--- src/rtl/vga_pkg.sv ---
// Shared VGA stream types and the screen-phase enum used by the screen selector.
package vga_pkg;

  localparam int unsigned CNT_W   = 11;
  localparam int unsigned RGB_W   = 12;
  localparam int unsigned FRAME_W = 16;

  typedef enum logic [1:0] {
    MENU   = 2'd0,
    GAME   = 2'd1,
    P1_WON = 2'd2,
    P2_WON = 2'd3
  } screen_t;

  typedef struct packed {
    logic [CNT_W-1:0] vcount;
    logic [CNT_W-1:0] hcount;
    logic             vsync;
    logic             hsync;
    logic             vblnk;
    logic             hblnk;
    logic [RGB_W-1:0] rgb;
  } vga_t;

  function automatic logic is_won(input screen_t s);
    return (s == P1_WON) || (s == P2_WON);
  endfunction

endpackage

--- src/rtl/vga_if.sv ---
// One VGA pixel stream: timing counters, sync/blank flags and rgb.
interface vga_if;
  logic [vga_pkg::CNT_W-1:0] vcount;
  logic [vga_pkg::CNT_W-1:0] hcount;
  logic                      vsync;
  logic                      hsync;
  logic                      vblnk;
  logic                      hblnk;
  logic [vga_pkg::RGB_W-1:0] rgb;

  modport in  (input  vcount, hcount, vsync, hsync, vblnk, hblnk, rgb);
  modport out (output vcount, hcount, vsync, hsync, vblnk, hblnk, rgb);
endinterface

--- src/rtl/frame_tick.sv ---
// Single-cycle pulse on the rising edge of vblnk, marking the start of a frame's blanking.
module frame_tick (
  input  logic clk,
  input  logic rst,
  input  logic vblnk,
  output logic tick
);

  logic vblnk_q;
  logic vblnk_d;

  always_comb begin
    vblnk_d = vblnk;
  end

  always_ff @(posedge clk) begin
    if (rst) begin
      vblnk_q <= 1'b0;
    end else begin
      vblnk_q <= vblnk_d;
    end
  end

  assign tick = vblnk & ~vblnk_q;

endmodule

--- src/rtl/screen_select.sv ---
// Frame-synchronous screen multiplexer: tracks the game phase and forwards one draw
// stage to the VGA output, switching only at the start of vertical blanking.
module screen_select
  import vga_pkg::*;
#(
  parameter int unsigned WIN_FRAMES   = 300,
  parameter int unsigned BLINK_FRAMES = 30
) (
  input  logic    clk,
  input  logic    rst,
  vga_if.in       menu_in,
  vga_if.in       game_in,
  vga_if.in       p1_in,
  vga_if.in       p2_in,
  input  logic    start,
  input  logic    p1_win,
  input  logic    p2_win,
  vga_if.out      vga_out,
  output screen_t screen
);

  localparam logic [FRAME_W-1:0] WIN_LAST   = FRAME_W'(WIN_FRAMES - 1);
  localparam bit                 BLINK_EN   = (BLINK_FRAMES != 0);
  localparam logic [FRAME_W-1:0] BLINK_LAST = BLINK_EN ? FRAME_W'(BLINK_FRAMES - 1) : '0;

  screen_t            state_q, state_d;
  screen_t            pend_st_q, pend_st_d;
  logic               pend_vld_q, pend_vld_d;
  logic [FRAME_W-1:0] frame_cnt_q, frame_cnt_d;
  logic [FRAME_W-1:0] blink_cnt_q, blink_cnt_d;
  logic               blink_q, blink_d;
  vga_t               out_q, out_d;
  vga_t               menu_s, game_s, p1_s, p2_s, sel;
  logic               tick;

  frame_tick u_frame_tick (
    .clk   (clk),
    .rst   (rst),
    .vblnk (game_in.vblnk),
    .tick  (tick)
  );

  assign menu_s = {menu_in.vcount, menu_in.hcount, menu_in.vsync, menu_in.hsync,
                   menu_in.vblnk, menu_in.hblnk, menu_in.rgb};
  assign game_s = {game_in.vcount, game_in.hcount, game_in.vsync, game_in.hsync,
                   game_in.vblnk, game_in.hblnk, game_in.rgb};
  assign p1_s   = {p1_in.vcount, p1_in.hcount, p1_in.vsync, p1_in.hsync,
                   p1_in.vblnk, p1_in.hblnk, p1_in.rgb};
  assign p2_s   = {p2_in.vcount, p2_in.hcount, p2_in.vsync, p2_in.hsync,
                   p2_in.vblnk, p2_in.hblnk, p2_in.rgb};

  // Phase tracking: events become a pending request that is applied on the next frame tick.
  always_comb begin
    state_d     = state_q;
    pend_vld_d  = pend_vld_q;
    pend_st_d   = pend_st_q;
    frame_cnt_d = frame_cnt_q;
    blink_cnt_d = blink_cnt_q;
    blink_d     = blink_q;

    if (tick) begin
      pend_vld_d = 1'b0;
      pend_st_d  = MENU;
      if (pend_vld_q) begin
        state_d = pend_st_q;
      end else if (is_won(state_q) && (frame_cnt_q == WIN_LAST)) begin
        state_d = MENU;
      end

      if (state_d != state_q) begin
        frame_cnt_d = '0;
        blink_cnt_d = '0;
        blink_d     = 1'b1;
      end else if (is_won(state_q)) begin
        frame_cnt_d = frame_cnt_q + FRAME_W'(1);
        if (BLINK_EN) begin
          if (blink_cnt_q == BLINK_LAST) begin
            blink_cnt_d = '0;
            blink_d     = ~blink_q;
          end else begin
            blink_cnt_d = blink_cnt_q + FRAME_W'(1);
          end
        end
      end else begin
        frame_cnt_d = '0;
        blink_cnt_d = '0;
        blink_d     = 1'b1;
      end
    end

    // Legality is judged against the phase that will hold after this cycle, so an
    // event on a tick cycle queues for the following tick.
    unique case (state_d)
      MENU: begin
        if (start) begin
          pend_vld_d = 1'b1;
          pend_st_d  = GAME;
        end
      end
      GAME: begin
        if (!pend_vld_d) begin
          if (p1_win) begin
            pend_vld_d = 1'b1;
            pend_st_d  = P1_WON;
          end else if (p2_win) begin
            pend_vld_d = 1'b1;
            pend_st_d  = P2_WON;
          end
        end
      end
      P1_WON, P2_WON: begin
        if (start) begin
          pend_vld_d = 1'b1;
          pend_st_d  = MENU;
        end
      end
      default: ;
    endcase
  end

  // Source select with winner-screen blanking of rgb only.
  always_comb begin
    sel = menu_s;
    unique case (state_q)
      MENU:    sel = menu_s;
      GAME:    sel = game_s;
      P1_WON:  sel = p1_s;
      P2_WON:  sel = p2_s;
      default: sel = menu_s;
    endcase
    out_d = sel;
    if (is_won(state_q) && !blink_q) begin
      out_d.rgb = '0;
    end
  end

  always_ff @(posedge clk) begin
    if (rst) begin
      state_q     <= MENU;
      pend_vld_q  <= 1'b0;
      pend_st_q   <= MENU;
      frame_cnt_q <= '0;
      blink_cnt_q <= '0;
      blink_q     <= 1'b1;
      out_q       <= '0;
    end else begin
      state_q     <= state_d;
      pend_vld_q  <= pend_vld_d;
      pend_st_q   <= pend_st_d;
      frame_cnt_q <= frame_cnt_d;
      blink_cnt_q <= blink_cnt_d;
      blink_q     <= blink_d;
      out_q       <= out_d;
    end
  end

  assign vga_out.vcount = out_q.vcount;
  assign vga_out.hcount = out_q.hcount;
  assign vga_out.vsync  = out_q.vsync;
  assign vga_out.hsync  = out_q.hsync;
  assign vga_out.vblnk  = out_q.vblnk;
  assign vga_out.hblnk  = out_q.hblnk;
  assign vga_out.rgb    = out_q.rgb;
  assign screen         = state_q;

endmodule

--- src/flat_wrapper.sv ---
// flat-port wrapper written by rule: the top's interface ports become plain ports
module screen_select_flat import vga_pkg::*;
#(
  parameter int unsigned WIN_FRAMES   = 300,
  parameter int unsigned BLINK_FRAMES = 30
)
  (clk, rst, start, p1_win, p2_win, screen, menu_in_vcount, menu_in_hcount, menu_in_vsync, menu_in_hsync, menu_in_vblnk, menu_in_hblnk, menu_in_rgb, game_in_vcount, game_in_hcount, game_in_vsync, game_in_hsync, game_in_vblnk, game_in_hblnk, game_in_rgb, p1_in_vcount, p1_in_hcount, p1_in_vsync, p1_in_hsync, p1_in_vblnk, p1_in_hblnk, p1_in_rgb, p2_in_vcount, p2_in_hcount, p2_in_vsync, p2_in_hsync, p2_in_vblnk, p2_in_hblnk, p2_in_rgb, vga_out_vcount, vga_out_hcount, vga_out_vsync, vga_out_hsync, vga_out_vblnk, vga_out_hblnk, vga_out_rgb);
  vga_if menu_in_i ();
  vga_if game_in_i ();
  vga_if p1_in_i ();
  vga_if p2_in_i ();
  vga_if vga_out_i ();
  input  logic clk;
  input  logic rst;
  input  logic start;
  input  logic p1_win;
  input  logic p2_win;
  output screen_t screen;
  input wire logic [$bits(menu_in_i.vcount)-1:0] menu_in_vcount;
  input wire logic [$bits(menu_in_i.hcount)-1:0] menu_in_hcount;
  input wire logic [$bits(menu_in_i.vsync)-1:0] menu_in_vsync;
  input wire logic [$bits(menu_in_i.hsync)-1:0] menu_in_hsync;
  input wire logic [$bits(menu_in_i.vblnk)-1:0] menu_in_vblnk;
  input wire logic [$bits(menu_in_i.hblnk)-1:0] menu_in_hblnk;
  input wire logic [$bits(menu_in_i.rgb)-1:0] menu_in_rgb;
  input wire logic [$bits(game_in_i.vcount)-1:0] game_in_vcount;
  input wire logic [$bits(game_in_i.hcount)-1:0] game_in_hcount;
  input wire logic [$bits(game_in_i.vsync)-1:0] game_in_vsync;
  input wire logic [$bits(game_in_i.hsync)-1:0] game_in_hsync;
  input wire logic [$bits(game_in_i.vblnk)-1:0] game_in_vblnk;
  input wire logic [$bits(game_in_i.hblnk)-1:0] game_in_hblnk;
  input wire logic [$bits(game_in_i.rgb)-1:0] game_in_rgb;
  input wire logic [$bits(p1_in_i.vcount)-1:0] p1_in_vcount;
  input wire logic [$bits(p1_in_i.hcount)-1:0] p1_in_hcount;
  input wire logic [$bits(p1_in_i.vsync)-1:0] p1_in_vsync;
  input wire logic [$bits(p1_in_i.hsync)-1:0] p1_in_hsync;
  input wire logic [$bits(p1_in_i.vblnk)-1:0] p1_in_vblnk;
  input wire logic [$bits(p1_in_i.hblnk)-1:0] p1_in_hblnk;
  input wire logic [$bits(p1_in_i.rgb)-1:0] p1_in_rgb;
  input wire logic [$bits(p2_in_i.vcount)-1:0] p2_in_vcount;
  input wire logic [$bits(p2_in_i.hcount)-1:0] p2_in_hcount;
  input wire logic [$bits(p2_in_i.vsync)-1:0] p2_in_vsync;
  input wire logic [$bits(p2_in_i.hsync)-1:0] p2_in_hsync;
  input wire logic [$bits(p2_in_i.vblnk)-1:0] p2_in_vblnk;
  input wire logic [$bits(p2_in_i.hblnk)-1:0] p2_in_hblnk;
  input wire logic [$bits(p2_in_i.rgb)-1:0] p2_in_rgb;
  output wire logic [$bits(vga_out_i.vcount)-1:0] vga_out_vcount;
  output wire logic [$bits(vga_out_i.hcount)-1:0] vga_out_hcount;
  output wire logic [$bits(vga_out_i.vsync)-1:0] vga_out_vsync;
  output wire logic [$bits(vga_out_i.hsync)-1:0] vga_out_hsync;
  output wire logic [$bits(vga_out_i.vblnk)-1:0] vga_out_vblnk;
  output wire logic [$bits(vga_out_i.hblnk)-1:0] vga_out_hblnk;
  output wire logic [$bits(vga_out_i.rgb)-1:0] vga_out_rgb;
  assign menu_in_i.vcount = menu_in_vcount;
  assign menu_in_i.hcount = menu_in_hcount;
  assign menu_in_i.vsync = menu_in_vsync;
  assign menu_in_i.hsync = menu_in_hsync;
  assign menu_in_i.vblnk = menu_in_vblnk;
  assign menu_in_i.hblnk = menu_in_hblnk;
  assign menu_in_i.rgb = menu_in_rgb;
  assign game_in_i.vcount = game_in_vcount;
  assign game_in_i.hcount = game_in_hcount;
  assign game_in_i.vsync = game_in_vsync;
  assign game_in_i.hsync = game_in_hsync;
  assign game_in_i.vblnk = game_in_vblnk;
  assign game_in_i.hblnk = game_in_hblnk;
  assign game_in_i.rgb = game_in_rgb;
  assign p1_in_i.vcount = p1_in_vcount;
  assign p1_in_i.hcount = p1_in_hcount;
  assign p1_in_i.vsync = p1_in_vsync;
  assign p1_in_i.hsync = p1_in_hsync;
  assign p1_in_i.vblnk = p1_in_vblnk;
  assign p1_in_i.hblnk = p1_in_hblnk;
  assign p1_in_i.rgb = p1_in_rgb;
  assign p2_in_i.vcount = p2_in_vcount;
  assign p2_in_i.hcount = p2_in_hcount;
  assign p2_in_i.vsync = p2_in_vsync;
  assign p2_in_i.hsync = p2_in_hsync;
  assign p2_in_i.vblnk = p2_in_vblnk;
  assign p2_in_i.hblnk = p2_in_hblnk;
  assign p2_in_i.rgb = p2_in_rgb;
  assign vga_out_vcount = vga_out_i.vcount;
  assign vga_out_hcount = vga_out_i.hcount;
  assign vga_out_vsync = vga_out_i.vsync;
  assign vga_out_hsync = vga_out_i.hsync;
  assign vga_out_vblnk = vga_out_i.vblnk;
  assign vga_out_hblnk = vga_out_i.hblnk;
  assign vga_out_rgb = vga_out_i.rgb;
  screen_select #(.WIN_FRAMES(WIN_FRAMES), .BLINK_FRAMES(BLINK_FRAMES)) u_core (.clk(clk), .rst(rst), .menu_in(menu_in_i), .game_in(game_in_i), .p1_in(p1_in_i), .p2_in(p2_in_i), .start(start), .p1_win(p1_win), .p2_win(p2_win), .vga_out(vga_out_i), .screen(screen));
endmodule
--- config.mk ---
export PLATFORM = sky130hd
export DESIGN_NAME = screen_select_flat
export DESIGN_NICKNAME = d
export VERILOG_FILES = /design/src/rtl/vga_pkg.sv /design/src/rtl/vga_if.sv /design/src/rtl/frame_tick.sv /design/src/rtl/screen_select.sv /design/src/flat_wrapper.sv
export SDC_FILE = /design/constraint.sdc
export NUM_CORES = 1
export LEC_CHECK = 0
export ABC_AREA = 0
export ABC_CLOCK_PERIOD_IN_PS = 3040
export BUFFER_PORTS_ARGS = -buffer_cell sky130_fd_sc_hd__clkbuf_2
export CORE_MARGIN = 8
export CORE_UTILIZATION = 46
export CTS_CLUSTER_SIZE = 12
export DETAILED_ROUTE_END_ITERATION = 12
export GPL_TIMING_DRIVEN = 0
export PLACE_DENSITY = 0.81
export SLEW_MARGIN = 20
export SYNTH_ARGS = -nofsm -noshare
export SYNTH_HDL_FRONTEND = slang
export SYNTH_SLANG_ARGS = --single-unit
--- constraint.sdc ---
create_clock -name clk -period 3.04 [get_ports clk]
set_input_delay 0.608 -clock clk [delete_from_list [all_inputs] [get_ports clk]]
set_output_delay 0.608 -clock clk [all_outputs]
set_load 0.03 [all_outputs]
Yosys cells after proc, flatten, opt, wreduce, memory -nomap -nowiden

Index checks and enable logic that the tools add are counted.
Widths: inputs -> output; s select.

Output and inout bits: 40
RAM bits: 0
Input port bits: 157
Memories: 0
Logic and storage cells: 65
Memory bits (read-only): 0
Bits in latches: 0
Bits in registers: 77

Reduce and logical (&&, ||, !) cells: 10
Bitwise operators: 3
Eq/ne operators: 10
Multiply operators: 0
Div/mod/pow operators: 0
Mux-type cells: 26
$lt $le $gt $ge: 0
Add/sub/neg operators: 2
Shift-type cells: 0

Operators with widths:

| cell                  | number |
|---|---|
| $pmux 38 s4           | 1 |
| $mux 16               | 5 |
| $add 16x1->16 const B | 2 |
| $mux 2                | 10 |
| $eq 16x5->1 const B   | 1 |
| $eq 16x9->1 const B   | 1 |
| $eq 2x2->1 const B    | 4 |
| $mux 1                | 8 |
| $pmux 2 s3            | 1 |
| $eq 2x1->1 const B    | 2 |
| $logic_not 2->1       | 2 |
| $reduce_or 2->1       | 2 |
| $ne 3x2->1 const B    | 1 |
| $reduce_or 3->1       | 1 |
| $logic_and 1x1->1     | 2 |
| $ne 2x2->1            | 1 |
| $not 1->1             | 2 |
| $pmux 1 s2            | 1 |
| $reduce_and 2->1      | 1 |
| $and 1x1->1           | 1 |
| $logic_not 1->1       | 1 |
| $logic_or 1x1->1      | 1 |

Longest topological paths before layout

Gate-level depths: netlist (run 1).

Word-level depth: 10
Depth in mapped cells: 8
Gate-level depth less buffers: 6

By module

Synthesis (run 1) repeated with hierarchy kept, for this count alone.

Cell total of the unflattened synthesis: 364
Area, all modules: 3961.3 um2

Modules (own cells, without submodules):

| module        | sequential area each (um2) | area an instance (um2) | instances | cells each |
|---|---|---|---|---|
| screen_select | 1521.5                     | 3913.8                 | 1         | 361 |
| frame_tick    | 20.0                       | 47.5                   | 1         | 3 |

Worst setup path after synthesis (run 1)

No wires, ideal clock.

Path kind: reg-to-reg
From: register u_core.state_q[1], in the netlist u_core.screen[1]
To: register u_core.blink_q
Stages on the path, launching flop included: 7
Period minus slack after synthesis: 2.126 ns
Library setup time: 0.121 ns
Arrival: 2.006 ns
Path buffers: 1
Required time: 2.919 ns
Setup slack: 0.914 ns
Path through: dfxtp_1 -> clkbuf_1 -> inv_1 -> or3_1 -> o22ai_1 -> or4b_1 -> mux2_2

Cells in the longest elaborated chain, start to end: 9
Elaborated cells on any way between the ends: 12
Those cells by class: eq/ne: 4; mux: 5; reduce/logical: 3

Ends and longest elaborated chain:

| element                           | line                 | text |
|---|---|---|
| from (decl)                       | screen_select.sv:26  | `screen_t state_q, state_d;` |
| from (signal assigned)            | screen_select.sv:147 | `state_q <= state_d;` |
| $eq 2x2->1                        | vga_pkg.sv:26        | `return (s == P1_WON) \|\| (s == P2_WON);` |
| $logic_or 1x1->1                  | vga_pkg.sv:26        |  |
| $logic_and 1x1->1                 | screen_select.sv:66  | `end else if (is_won(state_q) && (frame_cnt_q == WIN_LAST)) begin` |
| $mux 2                            | screen_select.sv:66  |  |
| $mux 2                            | screen_select.sv:64  | `if (pend_vld_q) begin` |
| $mux 2                            | screen_select.sv:61  | `if (tick) begin` |
| $ne 2x2->1                        | screen_select.sv:70  | `if (state_d != state_q) begin` |
| $ne 3x2->1 (no source line)       | n/a                  |  |
| $reduce_and 2->1 (no source line) | n/a                  |  |
| to (signal assigned)              | screen_select.sv:152 | `blink_q <= blink_d;` |
| to (decl)                         | screen_select.sv:31  | `logic blink_q, blink_d;` |

Parallel ways exist; a longest one is shown, timed or not. The select of a mux whose other input is x is not followed.
A chain may end at the register's enable or synchronous reset.

Final worst setup path (run 1)

From: register u_core.frame_cnt_q[9]
To: register u_core.blink_cnt_q[14]

Cells in the longest elaborated chain, start to end: 7

Ends and longest elaborated chain:

| element                | line                 | text |
|---|---|---|
| from (decl)            | screen_select.sv:29  | `logic [FRAME_W-1:0] frame_cnt_q, frame_cnt_d;` |
| from (signal assigned) | screen_select.sv:150 | `frame_cnt_q <= frame_cnt_d;` |
| $eq 16x9->1            | screen_select.sv:66  |  |
| $logic_and 1x1->1      | screen_select.sv:66  |  |
| $mux 2                 | screen_select.sv:66  |  |
| $mux 2                 | screen_select.sv:64  |  |
| $mux 2                 | screen_select.sv:61  |  |
| $ne 2x2->1             | screen_select.sv:70  |  |
| $mux 16                | screen_select.sv:70  |  |
| to (signal assigned)   | screen_select.sv:151 | `blink_cnt_q <= blink_cnt_d;` |
| to (decl)              | screen_select.sv:30  | `logic [FRAME_W-1:0] blink_cnt_q, blink_cnt_d;` |

Every way passes these cells. The select of a mux whose other input is x is not followed.

==> results of run 1 <==
-- power breakdown --
group | switching (uW) | internal, uW | total [uW]
Sequential | 13.5 | 1040 | 1060
Clock | 373 | 508 | 881
Combinational | 177 | 168 | 345
-- final cells by class --
class | count | area [sq um] | share of cell area
multi-input combinational | 255 | 2210 | 0.423
sequential | 77 | 1540 | 0.295
timing repair buffer | 195 | 976 | 0.187
clock buffer | 11 | 151 | 0.0290
tap | 105 | 131 | 0.0252
buffer | 22 | 92.6 | 0.0177
clock inverter | 5 | 82.6 | 0.0158
inverter | 9 | 33.8 | 0.00647
-- per-layer routing --
layer | GRT usage | vias up | routed length [um]
met4 | 0.109 | 0 | 469
met5 | 0 | - | 0
li1 | - | 1764 | -
met3 | 0.0485 | 33 | 1110
met1 | 0.219 | 1835 | 4530
met2 | 0.380 | 207 | 6650
-- registers in the layout (all words and copies together) (netlist names) --
signal and flops:
u_core.vga_out.vcount 11, u_core.vga_out.hsync 1, u_core.vga_out.hblnk 1, u_core.blink_q 1, u_core.vga_out.rgb 12, u_core.u_frame_tick.vblnk_q 1
u_core.vga_out.vblnk 1, u_core.pend_vld_q 1, u_core.pend_st_q 2, u_core.vga_out.vsync 1, u_core.vga_out.hcount 11, u_core.frame_cnt_q 16
u_core.screen 2, u_core.blink_cnt_q 16
-- Yosys cell counts (all sizes together), types with 8 or more instances --
cell     n
dfxtp   77
a31oi   17
clkbuf  14
nand2   20
xor2     8
nor2    29
nand3   14
mux4    38
buf      8
inv      9
a21oi    9
and2    27
nor2b   14
-- per-stage QoR --
step	instance area (sq um)	power (uW)	util	hold WS, ns	setup slack, ns
2_1_floorplan	3880	1260	-	0.433	0.914
3_3_place_gp	4980	1410	0.610	0.453	0.614
3_5_place_dp	4980	1420	0.610	0.471	0.604
4_1_cts	5220	2300	0.638	0.484	0.566
5_1_grt	5220	2360	0.638	0.502	0.428
6_report	5220	2280	0.638	0.492	0.570
-- placed cells by master, fill, tap and decap left out, types with 2 or more instances in the layout --
cell type,netlist,layout
nand4_1,6,6
clkbuf_1,14,14
mux2_2,2,2
a21oi_1,8,8
nand3_1,14,14
ha_1,3,3
buf_1,2,2
clkbuf_2,0,195
o22ai_1,2,2
and3_1,4,4
xor2_1,8,8
buf_2,5,5
nand2_1,20,20
dfxtp_1,77,77
a31oi_1,17,17
o21ai_0,7,7
nor4_1,3,3
o31ai_1,2,2
clkbuf_8,0,11
nor3_1,2,2
nor2_1,29,29
mux4_2,38,38
mux2i_1,4,4
inv_1,9,9
xnor2_1,6,6
or4_1,3,3
nand2b_1,6,6
nand3b_1,3,3
nor2b_1,14,14
clkinv_4,0,2
and2_1,27,27
bufinv_16,0,2
and4_1,2,2
-- worst register-to-register path, delay by kind of cell, from the launching register on --
family | cells | cell delay [ns]
AND/OR/NAND/NOR | 3 | 1.11
AO/OA/AOI/OAI | 2 | 0.46
buffers and inverters | 2 | 0.44
flip-flops | 1 | 0.36
-- kinds of logic after synthesis --
logic type | count (synthesis) | synth area share
flops | 77 | 0.398
simple gates | 143 | 0.205
buf+inv | 31 | 0.0326
compound gates | 51 | 0.0868
xor+xnor | 14 | 0.0316
mux | 44 | 0.237
fa+ha+maj | 3 | 0.00968
-- how the worst max path moves through the flow --
| stage | start | to | slack, ns | cells past startpoint |
|---|---|---|---|---|
| after CTS | u_core.frame_cnt_q[9] | u_core.blink_cnt_q[14] | 0.57 | 7 |
| after global routing | u_core.frame_cnt_q[9] | u_core.blink_cnt_q[14] | 0.43 | 7 |
| final | u_core.frame_cnt_q[9] | u_core.blink_cnt_q[14] | 0.57 | 7 |
| after detailed placement | u_core.frame_cnt_q[9] | u_core.blink_cnt_q[14] | 0.60 | 7 |
| after floorplan | u_core.screen[1] | u_core.blink_q | 0.91 | 6 |
| after global placement | u_core.frame_cnt_q[9] | u_core.blink_cnt_q[15] | 0.61 | 7 |
==> metrics.md, run 1 <==
| Metric | Value |
|---|---|
| Crit path max-delay family | `simple AND/OR/NAND/NOR gates` |
| Crit. End Element | `flop` |
| Std cell rows | `33` |
| Hold Startpoint | `u_core.frame_cnt_q[15]` |
| NumNets Final | `729` |
| Die X | `108 um` |
| Critical path class | `flop to flop` |
| P&R area growth vs syn | `34.6%` |
| Fin. Hold Viols | `0` |
| TritonCTS Buffers | `9` |
| Top FF cell, synth | `dfxtp_1` |
| H-tree depth | `3` |
| CP arrival | `2.71 ns` |
| Asr flop ratio synth | `0` |
| Slowest stage delay, CP | `0.59 ns` |
| Worst skew pair latency | `0.35 ns` |
| # fillers | `640` |
| TritonRoute pass-1 iters | `5` |
| Vias in the first global route | `3738` |
| # resized after CTS | `0` |
| Synth area leader | `dfxtp_1` |
| Worst Path Required | `3.28 ns` |
| Slowest cell on the critical path | `or4_1` |
| Reg2Reg Depth | `7` |
| Initial Utilization | `0.474` |
| Post-Layout Cell Count | `679` |
| Reg clk slew, reported paths | `0.08 ns` |
| Routed WL | `12800 um` |
| Die Y | `108 um` |
| Syn Inst Count | `363` |
| Postcts setup bufs | `0` |
| Post-synth EDFFs | `0` |
| #FFs+latches synth | `77` |
| Mean post-synth cell area | `10.7 sq um` |
| RSZ-0062 raised after global routing | `no` |
| Worst reg2reg setup slack | `0.57 ns` |
| Crit start category | `flop` |
| Synth warn | `0` |
| Clk root buf | `clkbuf_8` |
| HPWL after DPL | `10500 um` |
| Buffers on Ports | `195` |
| Max cap viols | `0` |
| Layout cells sized above 1 | `0.455` |
| R2r endpoint | `u_core.blink_cnt_q[14]` |
| VDD IR max | `0.000213 V` |
| Drt wl/cell | `18.8 um` |
| Cell Area, Synth | `0.00388 sq mm` |
| Slew headroom | `0.455` |
| Slew Limit Fails | `0` |
| P_leak | `0.00221 uW` |
| Area share of the largest cell type after synthesis | `0.398` |
| WHS Path Cells | `1` |
| Run status | `complete, no violations` |
| Placed cells | `663` |
| Syn nets | `523` |
| Ant. Diodes | `0` |
| Routability Congestion | `0.962` |
| Power Density | `437 mW/mm^2` |
| Routed Antenna Nets | `0` |
| Hold-fix buffers at CTS | `0` |
| CTS Sinks | `77` |
| TritonCTS clock tree | `done` |
| Seq/Total Area, Yosys | `0.398` |
| Number of vias in the routed layout | `3839` |
| Initial drt markers | `237` |
| Unique cell type count in the Yosys netlist | `55` |
| First-pass GRT wire length | `19100 um` |
| Setup TNS | `0 ns` |
| Reg2Reg Launch Point | `u_core.frame_cnt_q[9]` |
| Core area | `0.00818 sq mm` |
| Min-Delay Endpoint | `u_core.frame_cnt_q[15]` |
| Final Setup Violations | `0` |
| Total die area | `0.0116 sq mm` |
| Min-Delay Path Class | `flop to flop` |
| IO Pins | `197` |
| Period minus WS final | `2.47 ns` |
| Initial antenna violation count | `0` |
| CP bufs+invs | `2` |
| Largest net degree at the start of global routing | `14` |
| Residual DRC | `0` |
| Setup Skew | `0.00711 ns` |
| Clk buf depth | `2` |
| Critical path cell sequence | `or4_1, nor4_2, o22ai_1, buf_2, a21oi_2, buf_4, nor2_1` |
| GRT Util Overall | `0.209` |
| GRT overflow | `0` |
| Period utilization | `0.813` |
| Worst-margin pin slew | `0.815 ns` |
| Vias/cell | `5.65` |
| Area contributors post-synth | `dfxtp_1 40%, mux4_2 22%, and2_1 4.4%` |
| Critical Path Fanout Max | `10` |
| Fmax | `0.405 GHz` |
No activity file was read; power rests on OpenSTA's default activity.
==> inputs of run 2 (changes only) <==
ABC_CLOCK_PERIOD_IN_PS = 2200   (was 3040)
CORE_UTILIZATION = 41   (was 46)
PLACE_DENSITY = 0.76   (was 0.81)
clock period = 2.2 ns   (was 3.04 ns; I/O delays follow)
==> metrics.md, run 2 (synthesis results as in run 1) <==
| Metric | Value |
|---|---|
| TritonCTS clock tree | `done (unchanged)` |
| Initial antenna violation count | `0 (unchanged)` |
| Crit. End Element | `flop (unchanged)` |
| Slew Limit Fails | `0 (unchanged)` |
| Run status | `complete, no violations (unchanged)` |
| # fillers | `776 (was 640)` |
| CP arrival | `2.36 ns (was 2.71 ns)` |
| TritonRoute pass-1 iters | `5 (unchanged)` |
| Layout cells sized above 1 | `0.474 (was 0.455)` |
| Multi-input gate area | `0.00227 sq mm (was 0.00221 sq mm)` |
| Critical Path Fanout Max | `10 (unchanged)` |
| GRT overflow | `0 (unchanged)` |
| TritonCTS Buffers | `9 (unchanged)` |
| Number of vias in the routed layout | `3780 (was 3839)` |
| Worst skew pair latency | `0.35 ns (about the same)` |
| Buffers on Ports | `195 (unchanged)` |
| Total die area | `0.0128 sq mm (was 0.0116 sq mm)` |
| Crit start category | `flop (unchanged)` |
| Worst Path Required | `2.43 ns (was 3.28 ns)` |
| Die Y | `113 um (was 108 um)` |
| P&R area growth vs syn | `37.2% (was 34.6%)` |
| Residual DRC | `0 (unchanged)` |
| Dpl ws | `-0.291 ns (was 0.604 ns)` |
| FF/Latch Area | `0.00154 sq mm (about the same)` |
| Critical path cell sequence | `or4_4, nor4_4, o22ai_2, buf_6, buf_4, o221ai_2, o41ai_1 (was or4_1, nor4_2, o22ai_1, buf_2, a21oi_2, buf_4, nor2_1)` |
| Vias/cell | `5.52 (was 5.65)` |
| Fin. Hold Viols | `0 (unchanged)` |
| Post-Layout Cell Count | `685 (was 679)` |
| RSZ-0062 raised after global routing | `yes (was no)` |
| Crit path max-delay family | `simple AND/OR/NAND/NOR gates (unchanged)` |
| Most frequent cells in the layout | `197 x clkbuf_2, 75 x dfxtp_1, 38 x mux4_2 (was 195 x clkbuf_2, 77 x dfxtp_1, 38 x mux4_2)` |
| Slowest stage delay, CP | `0.56 ns (was 0.59 ns)` |
| GRT Util Overall | `0.201 (was 0.209)` |
| Fin util | `0.579 (was 0.638)` |
| Clk root buf | `clkbuf_8 (unchanged)` |
| Power Density | `602 mW/mm^2 (was 437 mW/mm^2)` |
| Critical path class | `flop to flop (unchanged)` |
| P_leak | `0.00222 uW (was 0.00221 uW)` |
| Final Setup Violations | `0 (unchanged)` |
| Routed Antenna Nets | `0 (unchanged)` |
| CTS Sinks | `77 (unchanged)` |
| Routability Congestion | `0.973 (was 0.962)` |
| Routed WL | `12900 um (was 12800 um)` |
| Drt wl/cell | `18.9 um (was 18.8 um)` |
| Initial drt markers | `254 (was 237)` |
| Vias in the first global route | `3822 (was 3738)` |
| IO Pins | `197 (unchanged)` |
| Hold-fix buffers at CTS | `0 (unchanged)` |
| Slew headroom | `0.383 (was 0.455)` |
| VDD IR max | `0.000378 V (was 0.000213 V)` |
| Worst-margin pin slew | `0.921 ns (was 0.815 ns)` |
| Placed cells | `669 (was 663)` |
| CP bufs+invs | `2 (unchanged)` |
| First-pass GRT wire length | `20400 um (was 19100 um)` |
| Final hold slack | `0.353 ns (was 0.492 ns)` |
| Ant. Diodes | `0 (unchanged)` |
| Die X | `113 um (was 108 um)` |
| Max cap viols | `0 (unchanged)` |
| NumNets Final | `729 (unchanged)` |
| Period utilization | `0.969 (was 0.813)` |
| Fmax | `0.469 GHz (was 0.405 GHz)` |
| Core area | `0.00920 sq mm (was 0.00818 sq mm)` |
| Commonest non-fill, non-tap cell in the layout | `clkbuf_2 (unchanged)` |
| Largest net degree at the start of global routing | `14 (unchanged)` |
| Std cell rows | `35 (was 33)` |
| Slowest cell on the critical path | `or4_4 (was or4_1)` |
| Min-Delay Path Class | `input pin to flop (was flop to flop)` |
| Initial Utilization | `0.422 (was 0.474)` |
| Reg clk slew, reported paths | `0.08 ns (about the same)` |
| Worst Slack Setup Final | `0.0683 ns (was 0.570 ns)` |
| Clk buf depth | `2 (unchanged)` |
| HPWL after DPL | `10400 um (was 10500 um)` |
| H-tree depth | `3 (unchanged)` |
| Setup Skew | `0.0153 ns (was 0.00711 ns)` |
| Period minus WS final | `2.13 ns (was 2.47 ns)` |
run 2: cell types whose count changed in the layout (fill, tap and decap cells not counted), sizes merged:
cell,change
clkbuf,+1
clkinvlp,+1
bufinv,+1
buf,-2
clkinv,-1
run 2: cell type report:
type	count	share of cell area
multi-input cells	255	0.427
flip-flops and latches	77	0.290
repair buffers	197	0.186
well taps	111	0.0261
clock buffers	10	0.0240
clock inverters	6	0.0209
plain buffers	20	0.0195
inverters	9	0.00635
run 2: stage by stage:
| step | power (uW) | TNS, ns | area, sq um |
|---|---|---|---|
| floorplan | 1740 | 0 | 3880 |
| CTS | 3230 | 0 | 5280 |
| global route | 3330 | -0.0222 | 5320 |
| finish | 3210 | 0 | 5320 |
| global placement | 1950 | -4.16 | 4990 |
| detailed placement | 1960 | -6.02 | 4990 |
run 2: worst paths after layout:
path	start	end	cells past startpoint	slack [ns]
max	u_core.frame_cnt_q[7]	u_core.frame_cnt_q[15]	7	0.07
min	start	u_core.pend_st_q[1]	2	0.35
max reg2reg	u_core.frame_cnt_q[7]	u_core.frame_cnt_q[15]	7	0.07
min reg2reg	u_core.frame_cnt_q[12]	u_core.frame_cnt_q[12]	1	0.50
run 2: worst register-to-register path: stages, from the launching register on:
cell	delay, ns
dfxtp_1	0.35
or4_4	0.56
nor4_4	0.35
o22ai_2	0.15
buf_6	0.17
buf_4	0.18
o221ai_2	0.16
o41ai_1	0.09
run 2: what timing repair did:
action / CTS / global route
endpoints found under the hold margin: 0 / 0
setup endpoints to repair: 30 / 53
gates resized for setup: 6 / 18
pin swaps: 2 / 4
buffers inserted: 2 / 0
run 2: per-layer routing:
layer	up-vias	share of wire	global-route usage
met5	-	0	0
met4	0	0.026	0.0844
met3	24	0.070	0.0426
met2	156	0.53	0.373
met1	1831	0.37	0.215
li1	1769	-	-
run 2: power breakdown:
| part | total [uW] | internal (uW) | switching (uW) |
|---|---|---|---|
| Clock | 1280 | 754 | 521 |
| Sequential | 1460 | 1440 | 16.6 |
| Combinational | 474 | 233 | 240 |
| Total | 3210 | 2430 | 778 |
